$ cat config.mk
export PLATFORM = sky130hd
export DESIGN_NAME = arm_sc_controller
export DESIGN_NICKNAME = d
export VERILOG_FILES = /design/src/rtl/arm_sc_controller.sv
export SDC_FILE = /design/constraint.sdc
export NUM_CORES = 1
export LEC_CHECK = 0
export CORE_MARGIN = 5
export CORE_UTILIZATION = 30
export DETAILED_ROUTE_END_ITERATION = 7
export DONT_BUFFER_PORTS = 1
export HOLD_SLACK_MARGIN = 0.06
export PLACE_DENSITY = 0.52
export SETUP_SLACK_MARGIN = 0.1
export SLEW_MARGIN = 15
export SYNTH_ARGS = -nofsm -noshare
export SYNTH_HDL_FRONTEND = slang
export SYNTH_SLANG_ARGS = --single-unit
$ cat constraint.sdc
create_clock -name clk -period 2.9 [get_ports clk]
set_input_delay 0.58 -clock clk [delete_from_list [all_inputs] [get_ports clk]]
set_output_delay 0.58 -clock clk [all_outputs]
set_load 0.01 [all_outputs]
$ cat src/rtl/arm_sc_controller.sv
// arm_sc_controller: instruction decoder, NZCV flag file and retired-instruction counter
// for the single-cycle ARM datapath. Optional feature macro: ARM_CTRL_BL_EN (BL link write).
module arm_sc_controller #(
  parameter int WIDTH = 32
) (
  input  logic             clk,
  input  logic             reset,
  input  logic [31:0]      INSTRUCTION,
  input  logic [3:0]       ALUFlags,
  output logic             PCSrc,
  output logic             RegWrite,
  output logic             MemWrite,
  output logic             MemtoReg,
  output logic             ALUSrc,
  output logic             rotate_control,
  output logic             after_shifter_select,
  output logic             RdSrc,
  output logic             WdSrc,
  output logic [1:0]       ImmSrc,
  output logic [1:0]       RegSrc,
  output logic [3:0]       ALUControl,
  output logic             CarryIn,
  output logic [3:0]       Flags,
  output logic [WIDTH-1:0] instr_count
);

  localparam logic [1:0] OP_DP  = 2'b00;
  localparam logic [1:0] OP_MEM = 2'b01;
  localparam logic [1:0] OP_BR  = 2'b10;
  localparam logic [1:0] OP_UND = 2'b11;

  logic [3:0]       w_cond;
  logic [1:0]       w_op;
  logic [5:0]       w_funct;
  logic [3:0]       w_rd;
  logic [3:0]       w_cmd;
  logic             w_n, w_z, w_c, w_v;
  logic             w_cond_ex;
  logic             w_flag_we;
  logic             w_arith;
  logic             w_retire;
  logic             w_reg_write;
  logic             w_mem_write;
  logic             w_pc_src;
  logic             w_unused;
  logic [3:0]       r_flags;
  logic [WIDTH-1:0] r_instr_count;

  assign w_cond   = INSTRUCTION[31:28];
  assign w_op     = INSTRUCTION[27:26];
  assign w_funct  = INSTRUCTION[25:20];
  assign w_rd     = INSTRUCTION[15:12];
  assign w_cmd    = w_funct[4:1];
  assign w_unused = ^{INSTRUCTION[19:16], INSTRUCTION[11:0]};

  assign {w_n, w_z, w_c, w_v} = r_flags;

  always_comb begin
    // NOTE: every signal written here gets a default first, so no path can infer a latch.
    w_cond_ex = 1'b0;
    case (w_cond)
      4'b0000: w_cond_ex = w_z;
      4'b0001: w_cond_ex = ~w_z;
      4'b0010: w_cond_ex = w_c;
      4'b0011: w_cond_ex = ~w_c;
      4'b0100: w_cond_ex = w_n;
      4'b0101: w_cond_ex = ~w_n;
      4'b0110: w_cond_ex = w_v;
      4'b0111: w_cond_ex = ~w_v;
      4'b1000: w_cond_ex = w_c & ~w_z;
      4'b1001: w_cond_ex = ~w_c | w_z;
      4'b1010: w_cond_ex = (w_n == w_v);
      4'b1011: w_cond_ex = (w_n != w_v);
      4'b1100: w_cond_ex = ~w_z & (w_n == w_v);
      4'b1101: w_cond_ex = w_z | (w_n != w_v);
      4'b1110: w_cond_ex = 1'b1;
      default: w_cond_ex = 1'b0;
    endcase
  end

  always_comb begin
    w_pc_src             = 1'b0;
    w_reg_write          = 1'b0;
    w_mem_write          = 1'b0;
    MemtoReg             = 1'b0;
    ALUSrc               = 1'b0;
    rotate_control       = 1'b0;
    after_shifter_select = 1'b0;
    RdSrc                = 1'b0;
    WdSrc                = 1'b0;
    ImmSrc               = 2'b00;
    RegSrc               = 2'b00;
    ALUControl           = 4'b0000;
    case (w_op)
      OP_DP: begin
        ALUControl     = w_cmd;
        ALUSrc         = w_funct[5];
        rotate_control = w_funct[5];
        // Compare/test commands (10xx) only set flags.
        w_reg_write    = w_cond_ex & (w_cmd[3:2] != 2'b10);
        w_pc_src       = w_reg_write & (w_rd == 4'hF);
      end
      OP_MEM: begin
        ALUSrc               = 1'b1;
        ImmSrc               = 2'b01;
        after_shifter_select = 1'b1;
        ALUControl           = w_funct[3] ? 4'b0100 : 4'b0010;
        RegSrc               = w_funct[0] ? 2'b00 : 2'b10;
        w_mem_write          = w_cond_ex & ~w_funct[0];
        w_reg_write          = w_cond_ex & w_funct[0];
        MemtoReg             = w_funct[0];
        w_pc_src             = w_reg_write & (w_rd == 4'hF);
      end
      OP_BR: begin
        ImmSrc               = 2'b10;
        ALUSrc               = 1'b1;
        after_shifter_select = 1'b1;
        RegSrc               = 2'b01;
        ALUControl           = 4'b0100;
        w_pc_src             = w_cond_ex;
`ifdef ARM_CTRL_BL_EN
        if (w_funct[4] && w_cond_ex) begin
          w_reg_write = 1'b1;
          RdSrc       = 1'b1;
          WdSrc       = 1'b1;
        end
`endif
      end
      default: ;
    endcase
  end

  // Architectural write enables are suppressed for the whole time reset is held low.
  assign RegWrite = w_reg_write & reset;
  assign MemWrite = w_mem_write & reset;
  assign PCSrc    = w_pc_src & reset;

  assign w_flag_we = w_cond_ex & (w_op == OP_DP) & (w_funct[0] | (w_cmd[3:2] == 2'b10));
  assign w_arith   = (w_cmd inside {[4'b0010:4'b0111], 4'b1010, 4'b1011});
  assign w_retire  = w_cond_ex & (w_op != OP_UND);

  // NOTE: state registers use non-blocking assignments so all of them sample pre-edge values.
  always_ff @(posedge clk or negedge reset) begin
    if (!reset) begin
      r_flags <= 4'b0000;
    end else if (w_flag_we) begin
      r_flags[3:2] <= ALUFlags[3:2];
      if (w_arith) r_flags[1:0] <= ALUFlags[1:0];
    end
  end

  always_ff @(posedge clk or negedge reset) begin
    if (!reset) begin
      r_instr_count <= '0;
    end else if (w_retire) begin
      r_instr_count <= r_instr_count + WIDTH'(1);
    end
  end

  assign Flags       = r_flags;
  assign CarryIn     = r_flags[1];
  assign instr_count = r_instr_count;

endmodule

# --- Word-level counts from Yosys, hierarchy flattened ---
# Index checks and enable logic that the tools add are counted.
op_classes:
  n_addsub: 1
  n_lt_le_gt_ge: 2
  n_eq_ne: 24
  mux: 13
  bitwise: 21
  reduce_logical: 6
op_table:
  columns: ["op", "count"]
  rows:
  - ["4-bit == test, second input constant", 10]
  - ["32-bit by 1-bit adder with 32-bit output, second input constant", 1]
  - ["4-bit by 3-bit == test with 1-bit output, second input constant", 4]
  - ["1-bit case mux with 15 select lines", 1]
  - ["1-bit bitwise AND", 13]
  - ["4-bit case mux with 3 select lines", 1]
  - ["4-bit by 2-bit == test with 1-bit output, second input constant", 2]
  - ["2-bit case mux with 2 select lines", 2]
  - ["1-bit inverter", 5]
  - ["2-bit == test, second input constant", 2]
  - ["4-bit by 1-bit == test with 1-bit output, second input constant", 1]
  - ["4-bit by 2-bit greater-or-equal comparator with 1-bit output, second input constant", 1]
  - ["4-bit by 3-bit <= comparator with 1-bit output, second input constant", 1]
  - ["4-bit logical NOT", 1]
  - ["1-bit 2-to-1 mux", 4]
  - ["2-bit inequality test, second input constant", 2]
  - ["1-bit case mux with 2 select lines", 2]
  - ["3-bit 2-to-1 mux", 1]
  - ["1-bit OR", 3]
  - ["1-bit case mux with 3 select lines", 1]
  - ["3-bit nonzero test", 1]
  - ["2-bit by 1-bit == test with 1-bit output, second input constant", 1]
  - ["2-bit logical NOT", 1]
  - ["2-bit 2-to-1 mux", 1]
  - ["other kinds (5)", 5]
totals:
  regBits: 36
  in_bits: 38

# --- Longest topological paths before layout ---
# Gate-level depths: netlist of run 1.
logic_depth:
  depth_word: 7
  ltp_mapped: 8
  mapped_depth_nobuf: 7

# --- Least setup slack after synthesis of run 1 ---
# OpenSTA, ideal clock, no wires.
synth_path:
  path_type: "input to output"
  start: "input INSTRUCTION[28]"
  end: "output MemWrite"
  t_arrival_ps: 2018
  required_time_ps: 2320
  slack_ps: 302
  stages: 8
  path_buffers: 2
  cell_sequence: "buf_4 > xor2_1 > a21oi_1 > or3_1 > o2111ai_4 > buf_4 > nand2_1 > nor3b_1"
synth_between:
  elab_chain_cells: 5
synth_rtl:
  columns: ["element", "line_no", "rtl"]
  rows:
  - ["start, declared", "8", "input logic [31:0] INSTRUCTION,"]
  - ["4-bit == test (tied with other cells)", "61", "case (w_cond)"]
  - ["1-bit case mux with 15 select lines (*)", "61", null]
  - ["1-bit bitwise AND (*)", "109", "w_mem_write = w_cond_ex & ~w_funct[0];"]
  - ["1-bit 2-to-1 mux (*)", "94", "case (w_op)"]
  - ["1-bit bitwise AND (*)", "135", "assign MemWrite = w_mem_write & reset;"]
  - ["end, declared", "12", "output logic MemWrite,"]
# Every way passes the cells marked *; elsewhere a longest branch is shown, timed or not.

# --- Final worst setup path of run 1 ---
layout_path:
  start: "register r_flags[2] (netlist: Flags[2])"
  end: "output MemWrite"
layout_between:
  elab_chain_cells: 6
layout_rtl:
  columns: ["element", "line_no", "rtl"]
  rows:
  - ["start, declared", "46", "logic [3:0] r_flags;"]
  - ["start signal, assigned", "147", "r_flags[3:2] <= ALUFlags[3:2];"]
  - ["1-bit inverter", "63, 70, 74", null]
  - ["1-bit bitwise AND (on tied branches)", "74, 70", null]
  - ["1-bit case mux with 15 select lines (*)", "61", null]
  - ["1-bit bitwise AND (*)", "109", null]
  - ["1-bit 2-to-1 mux (*)", "94", null]
  - ["1-bit bitwise AND (*)", "135", null]
# Marked as above.

==> metrics.yaml, run 1 <==
fp-row-count: 31
hold_path.class: "primary input to async pin"
slew_violations: 0
netlist_area_mm2: 0.002181
cts.reportedPaths.clkPinSlew_ns: 0.07
fin_cells: 315
dieArea_mm2: 0.009074
power.internal_mw: 1.006
clock_sink_count: 36
rsz0062_at_grt: "false"
path_class: "flip-flop to output port"
start_util_pct: 30.39
setup_viol: 0
layout-drive-gt1-share_pct: 11.11
synth_area_leaders: "dfrtp_1 41%, xnor2_1 12%, nand4_1 4.3%"
grt_usage_pct: 11.30
p_comb_share_pct: 23.8
status: "completed"
reg2regPathDepth: 7
route.detailed.drc: 0
arrival_ns: 2.03
crit_path_start_kind: "flip-flop"
place_area_mm2: 0.002270
wl_um: 5028
fin_tns_setup_ns: 0
nets: 260
synth-async-reset-ratio_pct: 100.0
htreeDepth: 2
clock_latency_ns: 0.28
grt_first_pass_wirelength_um: 8052
dp_hpwl_um: 3657
finalCritPeriodShare_pct: 90.09
avgRoutedWirePerCell_um: 15.96
gp_congestion: 0.7327
critPathBufInv: 1
powerDensity_mw_per_mm2: 634.2
area_growth_pct: 9.983
ys.flop_type: "dfrtp_1"
synth_top_area_share_pct: 41.31
first_pass_iters: 4
r2r_end: "Flags[0]"
vias_per_cell: 4.946
syn_avg_cell_area_um2: 10.29
syn_inst: 212
dr.first_iter.drc_count: 97
seq_area_frac_synth_pct: 41.31
critPathTopFamily: "simple AND/OR/NAND/NOR gates"
port_buffers: 0
grt_max_degree: 37
vias: 1558
ys_seq_elements: 36
antenna_found_initial: 0
switching_share_pct: 33.86
cts-root-buf: "clkbuf_8"
max_cap_viol_count: 0
cts_tree: "yes"
power.leakage_nw: 1.038
p_switching_mw: 0.5151
cts_buffer_depth: 2
clkPwrFrac_pct: 28.3
r2r-start: "Flags[2]"
yosys_warnings: 0
die_x_um: 95.26
slowest_stage: "dfrtp_1"
postCtsSetupRepairBufs: 0
dp_cells: 306
total_power_mw: 1.521
overflow: 0
crit_required_ns: 2.32
max_freq_mhz: 382.8
hold_viol: 0
finClkSkew_ns: 0.005355
cts_buffers: 5
ios: 92
path_max_fanout: 6
synth_top_cell_by_area: "dfrtp_1"
seq_power_share_pct: 47.9
grt_pass1_vias: 1516
crit_chain: "and3b_1 -> a22oi_2 -> xor2_1 -> o2111ai_4 -> nand2_1 -> nor3b_1 -> buf_4"
synth-edff-count: 0
antenna_cells: 0
r2r_slack_ns: 0.63
die_h_um: 95.26
antenna_left: 0
end_kind: "output port"
worstSetupStartpoint: "Flags[2]"
final_area_mm2: 0.002399
max-vdd-ir-drop_v: 0.0001948
cpPeakStageDelay_ns: 0.48
synthDistinctLibCells: 42
fin_crit_ns: 2.613
core_area_mm2: 0.007176
==> cell usage after synthesis (all sizes together) (2+ instances only) <==
library cell,number
nand2,9
nand3b,2
and2,4
nand3,16
mux2i,2
clkbuf,3
nand4,15
inv,6
and3b,5
nor3,2
nor2b,4
buf,8
a22oi,2
xor2,4
xnor2,31
mux2,5
nor3b,4
and3,15
o21ai,2
o22ai,2
dfrtp,36
ha,7
a21oi,6
nor2,6
and4,5
nand2b,4
==> flip-flops by register name (all words and copies together), names as in the netlist <==
signal       flops
instr_count     32
Flags            4
==> layout by cell type, fill, tap and decap left out, types with 2 or more instances in the layout <==
cell,count
nand4_1,15
nor2b_1,3
mux2i_1,2
nor3_1,2
nor2_1,6
and3b_1,5
nor3b_1,3
and3_1,14
dfrtp_1,35
conb_1,2
o22ai_1,2
mux2_2,2
xnor2_1,31
clkbuf_8,5
ha_1,7
buf_4,5
nand3_1,16
nand3b_1,2
xor2_1,4
inv_1,6
and4_1,5
mux2_4,2
and2_1,4
a21oi_1,6
nand2b_1,4
nand2_1,9
==> through the flow <==
stage / setup WS [ns] / util, % / hold slack [ns]
floorplan: 0.3021 / - / 0.2844
global placement: 0.4488 / 31.63 / 0.2853
detailed placement: 0.4443 / 31.63 / 0.2854
CTS: 0.1912 / 33.41 / 0.1207
global route: 0.1050 / 33.43 / 0.1268
finish: 0.2873 / 33.43 / 0.1240
==> final cells by class <==
| type | instances | area [µm²] |
|---|---|---|
| Timing Repair Buffer | 6 | 57.56 |
| Sequential cell | 36 | 902.1 |
| Multi-Input combinational cell | 160 | 1185 |
| Clock buffer | 6 | 72.57 |
| Inverter | 6 | 22.52 |
| Fill cell | 716 | 4777 |
| Clock inverter | 2 | 35.03 |
| Tap cell | 99 | 123.9 |
==> power groups by stage <==
stage	logic [mW]	registers, mW	clock network [mW]
finish	0.362	0.728	0.431
global route	0.403	0.748	0.470
CTS	0.368	0.733	0.451
detailed placement	0.354	0.743	0
global placement	0.348	0.742	0
floorplan	0.327	0.696	0
==> per-layer routing <==
metal  wire [µm]  track usage [%]  up-vias
met1        2173            14.33      761
li1            -                -      751
met5           0                0        -
met2        2411            17.78       40
met3         381            4.420        6
met4          61            3.245        0
==> logic make-up (layout without fill, tap and decap cells) <==
group                      after synthesis  count (layout)  share of synthesized area, %
other                                    1               2                        0.1720
adders and majority gates                7               7                         4.016
AOI/OAI and AO/OA                       14              14                         4.877
and+or+nand+nor                         95              95                         27.19
muxes                                    7               7                         3.844
xor gates and xnor gates                35              35                         14.06
buffers and inverters                   17              20                         4.532
DFF                                     36              36                         41.31
==> worst max path at each step <==
| stage | to | cells after the start | slack (ns) |
|---|---|---|---|
| finish | MemWrite | 7 | 0.29 |
| global placement | instr_count[29] | 7 | 0.45 |
| detailed placement | instr_count[21] | 7 | 0.44 |
| CTS | MemWrite | 7 | 0.19 |
| floorplan | MemWrite | 8 | 0.30 |
| global route | MemWrite | 7 | 0.11 |
==> repair_timing <==
action | CTS | global route
resized for setup | 0 | 1
endpoints found under the setup margin | 0 | 1
hold endpoints to repair | 36 | 0
hold buffers | 1 | 0
Power figures use the tool's default switching activity.
==> inputs of run 2 (changes only) <==
SETUP_SLACK_MARGIN = 0.3   (was 0.1)
==> metrics.yaml, run 2 (synthesis gave the netlist of run 1 again) <==
layout-drive-gt1-share_pct: 14.81
port_buffers: 0
first_pass_iters: 4
rsz0062_at_grt: "false"
r2r_end: "Flags[0]"
postCtsSetupRepairBufs: 0
antenna_left: 0
fin_crit_ns: 2.479
final_common_cell: "dfrtp_1"
vias: 1561
critPathBufInv: 1
largest_register_ffs: 32
max_freq_mhz: 403.4
arrival_ns: 1.90
end_kind: "output port"
dp_hpwl_um: 3657
area_growth_pct: 11.47
antenna_found_initial: 0
clock_latency_ns: 0.28
dr.first_iter.drc_count: 114
cts.reportedPaths.clkPinSlew_ns: 0.07
crit_required_ns: 2.32
ff_latch_area_um2: 904.6
slowest_stage: "dfrtp_2"
fin_ws_ns: 0.4209
nets: 260
grt_pass1_vias: 1516
wl_um: 5036
critPathTopFamily: "simple AND/OR/NAND/NOR gates"
avgRoutedWirePerCell_um: 15.99
fp-row-count: 31
gp_congestion: 0.7327
status: "completed"
finalCritPeriodShare_pct: 85.49
overflow: 0
crit_path_start_kind: "flip-flop"
crit_chain: "and3b_1 -> a22oi_2 -> xor2_1 -> o2111ai_4 -> nand2_2 -> nor3b_2 -> buf_4"
max-vdd-ir-drop_v: 0.0001947
worstSetupStartpoint: "Flags[2]"
hold_viol: 0
htreeDepth: 2
hold_path.class: "primary input to async pin"
cts_buffers: 5
route.detailed.drc: 0
core_area_mm2: 0.007176
reg2regPathDepth: 7
cts_buffer_depth: 2
die_h_um: 95.26
setup_viol: 0
multi_input_area_mm2: 0.001215
ios: 92
fillers: 710
die_x_um: 95.26
power.leakage_nw: 1.047
grt_max_degree: 37
grt_usage_pct: 11.30
slew_violations: 0
powerDensity_mw_per_mm2: 633.0
cts-root-buf: "clkbuf_8"
final_cell_mix: "33 x dfrtp_1, 30 x xnor2_1, 16 x nand3_1"
fin_util_pct: 33.88
cpPeakStageDelay_ns: 0.47
finClkSkew_ns: 0.005144
clock_sink_count: 36
dp_cells: 306
cts_tree: "yes"
max_cap_viol_count: 0
start_util_pct: 30.39
fin_tns_setup_ns: 0
antenna_cells: 0
r2r-start: "Flags[2]"
pre_cts_ws_ns: 0.4443
r2r_slack_ns: 0.66
vias_per_cell: 4.956
path_max_fanout: 6
fin_cells: 315
whs_ns: 0.1239
path_class: "flip-flop to output port"
grt_first_pass_wirelength_um: 8052
dieArea_mm2: 0.009074
run 2: power by group:
group	switching [mW]	internal, mW
clock	0.175	0.255
combinational	0.189	0.184
sequential	0.158	0.578
run 2: per-stage QoR:
step,power (mW),instance area [µm²]
6_report,1.539,2431
5_1_grt,1.640,2431
4_1_cts,1.558,2406
3_5_place_dp,1.096,2270
3_3_place_gp,1.090,2270
2_1_floorplan,1.023,2185
run 2: per-layer routing:
layer | share of wire (%) | up-vias | GRT usage (%)
met2 | 48 | 41 | 17.78
met5 | 0 | - | 0
met1 | 43 | 761 | 14.33
met4 | 1.2 | 0 | 3.245
met3 | 7.4 | 6 | 4.420
li1 | - | 753 | -
run 2: worst max path at each step:
stage	depth (start not counted)	to	slack, ns
floorplan	8	MemWrite	0.30
global placement	7	instr_count[29]	0.45
detailed placement	7	instr_count[21]	0.44
CTS	7	PCSrc	0.31
global route	7	MemWrite	0.30
finish	7	MemWrite	0.42
run 2: area by class of cell:
cell class	count	share of cell area, %
Sequential cell	36	37.21
Clock buffer	6	2.985
Tap cell	99	5.095
Multi-Input combinational cell	160	49.97
Timing Repair Buffer	6	2.367
Inverter	6	0.9264
Clock inverter	2	1.441
run 2: what timing repair did:
action | CTS | global route
pin swaps | 0 | 1
hold buffers | 1 | 0
hold endpoints to repair | 36 | 0
setup endpoints to repair | 2 | 2
gates resized for setup | 4 | 5
==> inputs of run 3 (changes only) <==
PLACE_DENSITY = default   (was 0.52)
==> metrics.yaml, run 3 (synthesis gave the netlist of run 1 again) <==
status: "completed"
avgRoutedWirePerCell_um: 16.23
fillers: 723
port_buffers: 0
final_area_mm2: 0.002414
die_h_um: 95.26
multi_input_area_mm2: 0.001197
path_max_fanout: 6
path_class: "flip-flop to output port"
vias: 1591
worstMarginPinSlew_ns: 0.7541
setup_viol: 0
dp_cells: 306
powerDensity_mw_per_mm2: 642.1
max_cap_viol_count: 0
grt_first_pass_wirelength_um: 8183
first_pass_iters: 4
endpoint: "PCSrc"
hold_path.class: "primary input to async pin"
slew_headroom_pct: 49.73
met1_usage_pct: 14.35
fin_tns_setup_ns: 0
max-vdd-ir-drop_v: 0.0001602
die_x_um: 95.26
gr-usage-met3_pct: 4.657
wl_um: 5112
overflow: 0
finClkSkew_ns: 0.006054
largest_register_ffs: 32
crit_path_start_kind: "flip-flop"
grt_pass1_vias: 1575
dr.first_iter.drc_count: 110
grt_use_met2_pct: 18.78
crit_chain: "and3b_1 -> a22oi_2 -> xor2_1 -> o2111ai_4 -> nand2_2 -> nor3_1 -> buf_4"
worstSetupStartpoint: "Flags[2]"
htreeDepth: 2
max_freq_mhz: 404.2
reg2regPathDepth: 7
hold_viol: 0
r2r-start: "Flags[2]"
cts_buffer_depth: 2
ios: 92
postCtsSetupRepairBufs: 0
slew_violations: 0
path_depth: 7
ff_latch_area_um2: 904.6
fin_crit_ns: 2.474
fp-row-count: 31
arrival_ns: 1.89
gp_congestion: 0.7406
antenna_found_initial: 0
cts_buffers: 5
power.leakage_nw: 1.038
cpPeakStageDelay_ns: 0.46
slowest_stage: "dfrtp_2"
final_cell_mix: "33 x dfrtp_1, 31 x xnor2_1, 16 x nand3_1"
crit_required_ns: 2.32
vias_per_cell: 5.051
place_area_mm2: 0.002270
fin_util_pct: 33.64
grt_max_degree: 37
r2r_slack_ns: 0.69
r2r_end: "Flags[1]"
cts-root-buf: "clkbuf_8"
dieArea_mm2: 0.009074
grt.busiest_layer: "met2"
clock_latency_ns: 0.29
critPathBufInv: 1
end_kind: "output port"
area_growth_pct: 10.67
start_util_pct: 30.39
nets: 260
antenna_left: 0
layout-drive-gt1-share_pct: 13.43
route.detailed.drc: 0
fin_cells: 315
cts_tree: "yes"
critPathTopFamily: "simple AND/OR/NAND/NOR gates"
core_area_mm2: 0.007176
final_common_cell: "dfrtp_1"
clock_sink_count: 36
grt_usage_pct: 11.69
rsz0062_at_grt: "false"
finalCritPeriodShare_pct: 85.30
whs_ns: 0.1170
cts.reportedPaths.clkPinSlew_ns: 0.07
antenna_cells: 0
dp_hpwl_um: 3697
==> run 3: cell counts in the layout (fill, tap and decap cells not counted) <==
Identical to the previous run, type by type.
==> run 3: routing by layer <==
metal / routed length, µm / vias up
li1: - / 748
met1: 2190 / 795
met2: 2494 / 42
met3: 362 / 6
met4: 64 / 0
met5: 0 / -
==> run 3: worst min-delay path by stage <==
stage,depth (start not counted),endpoint,slack (ns),from
5_1_grt,1,instr_count[30],0.12,reset
6_report,1,instr_count[22],0.12,reset
4_1_cts,1,instr_count[9],0.12,reset
3_5_place_dp,0,instr_count[13],0.29,reset
3_3_place_gp,0,instr_count[12],0.29,reset
2_1_floorplan,0,Flags[0],0.28,reset
==> run 3: per-stage QoR <==
| stage | setup slack, ns | total power, mW |
|---|---|---|
| floorplan | 0.3021 | 1.023 |
| global placement | 0.4648 | 1.093 |
| detailed placement | 0.4482 | 1.103 |
| CTS | 0.3176 | 1.572 |
| global route | 0.3100 | 1.652 |
| finish | 0.4262 | 1.550 |
==> run 3: area by class of cell <==
class,instances,area share (%)
Timing Repair Buffer,6,2.385
Clock inverter,2,1.452
Clock buffer,6,3.007
Sequential cell,36,37.48
Tap cell,99,5.132
Multi-Input combinational cell,160,49.61
Inverter,6,0.9331
==> run 3: power by group <==
part / switching [mW] / internal, mW
Combinational: 0.188 / 0.186
Sequential: 0.155 / 0.578
Clock: 0.188 / 0.255
==> run 3: timing repair <==
item,in CTS,in global routing
hold buffers,1,0
gates resized for setup,2,4
setup endpoints to repair,1,2
endpoints found under the hold margin,36,0
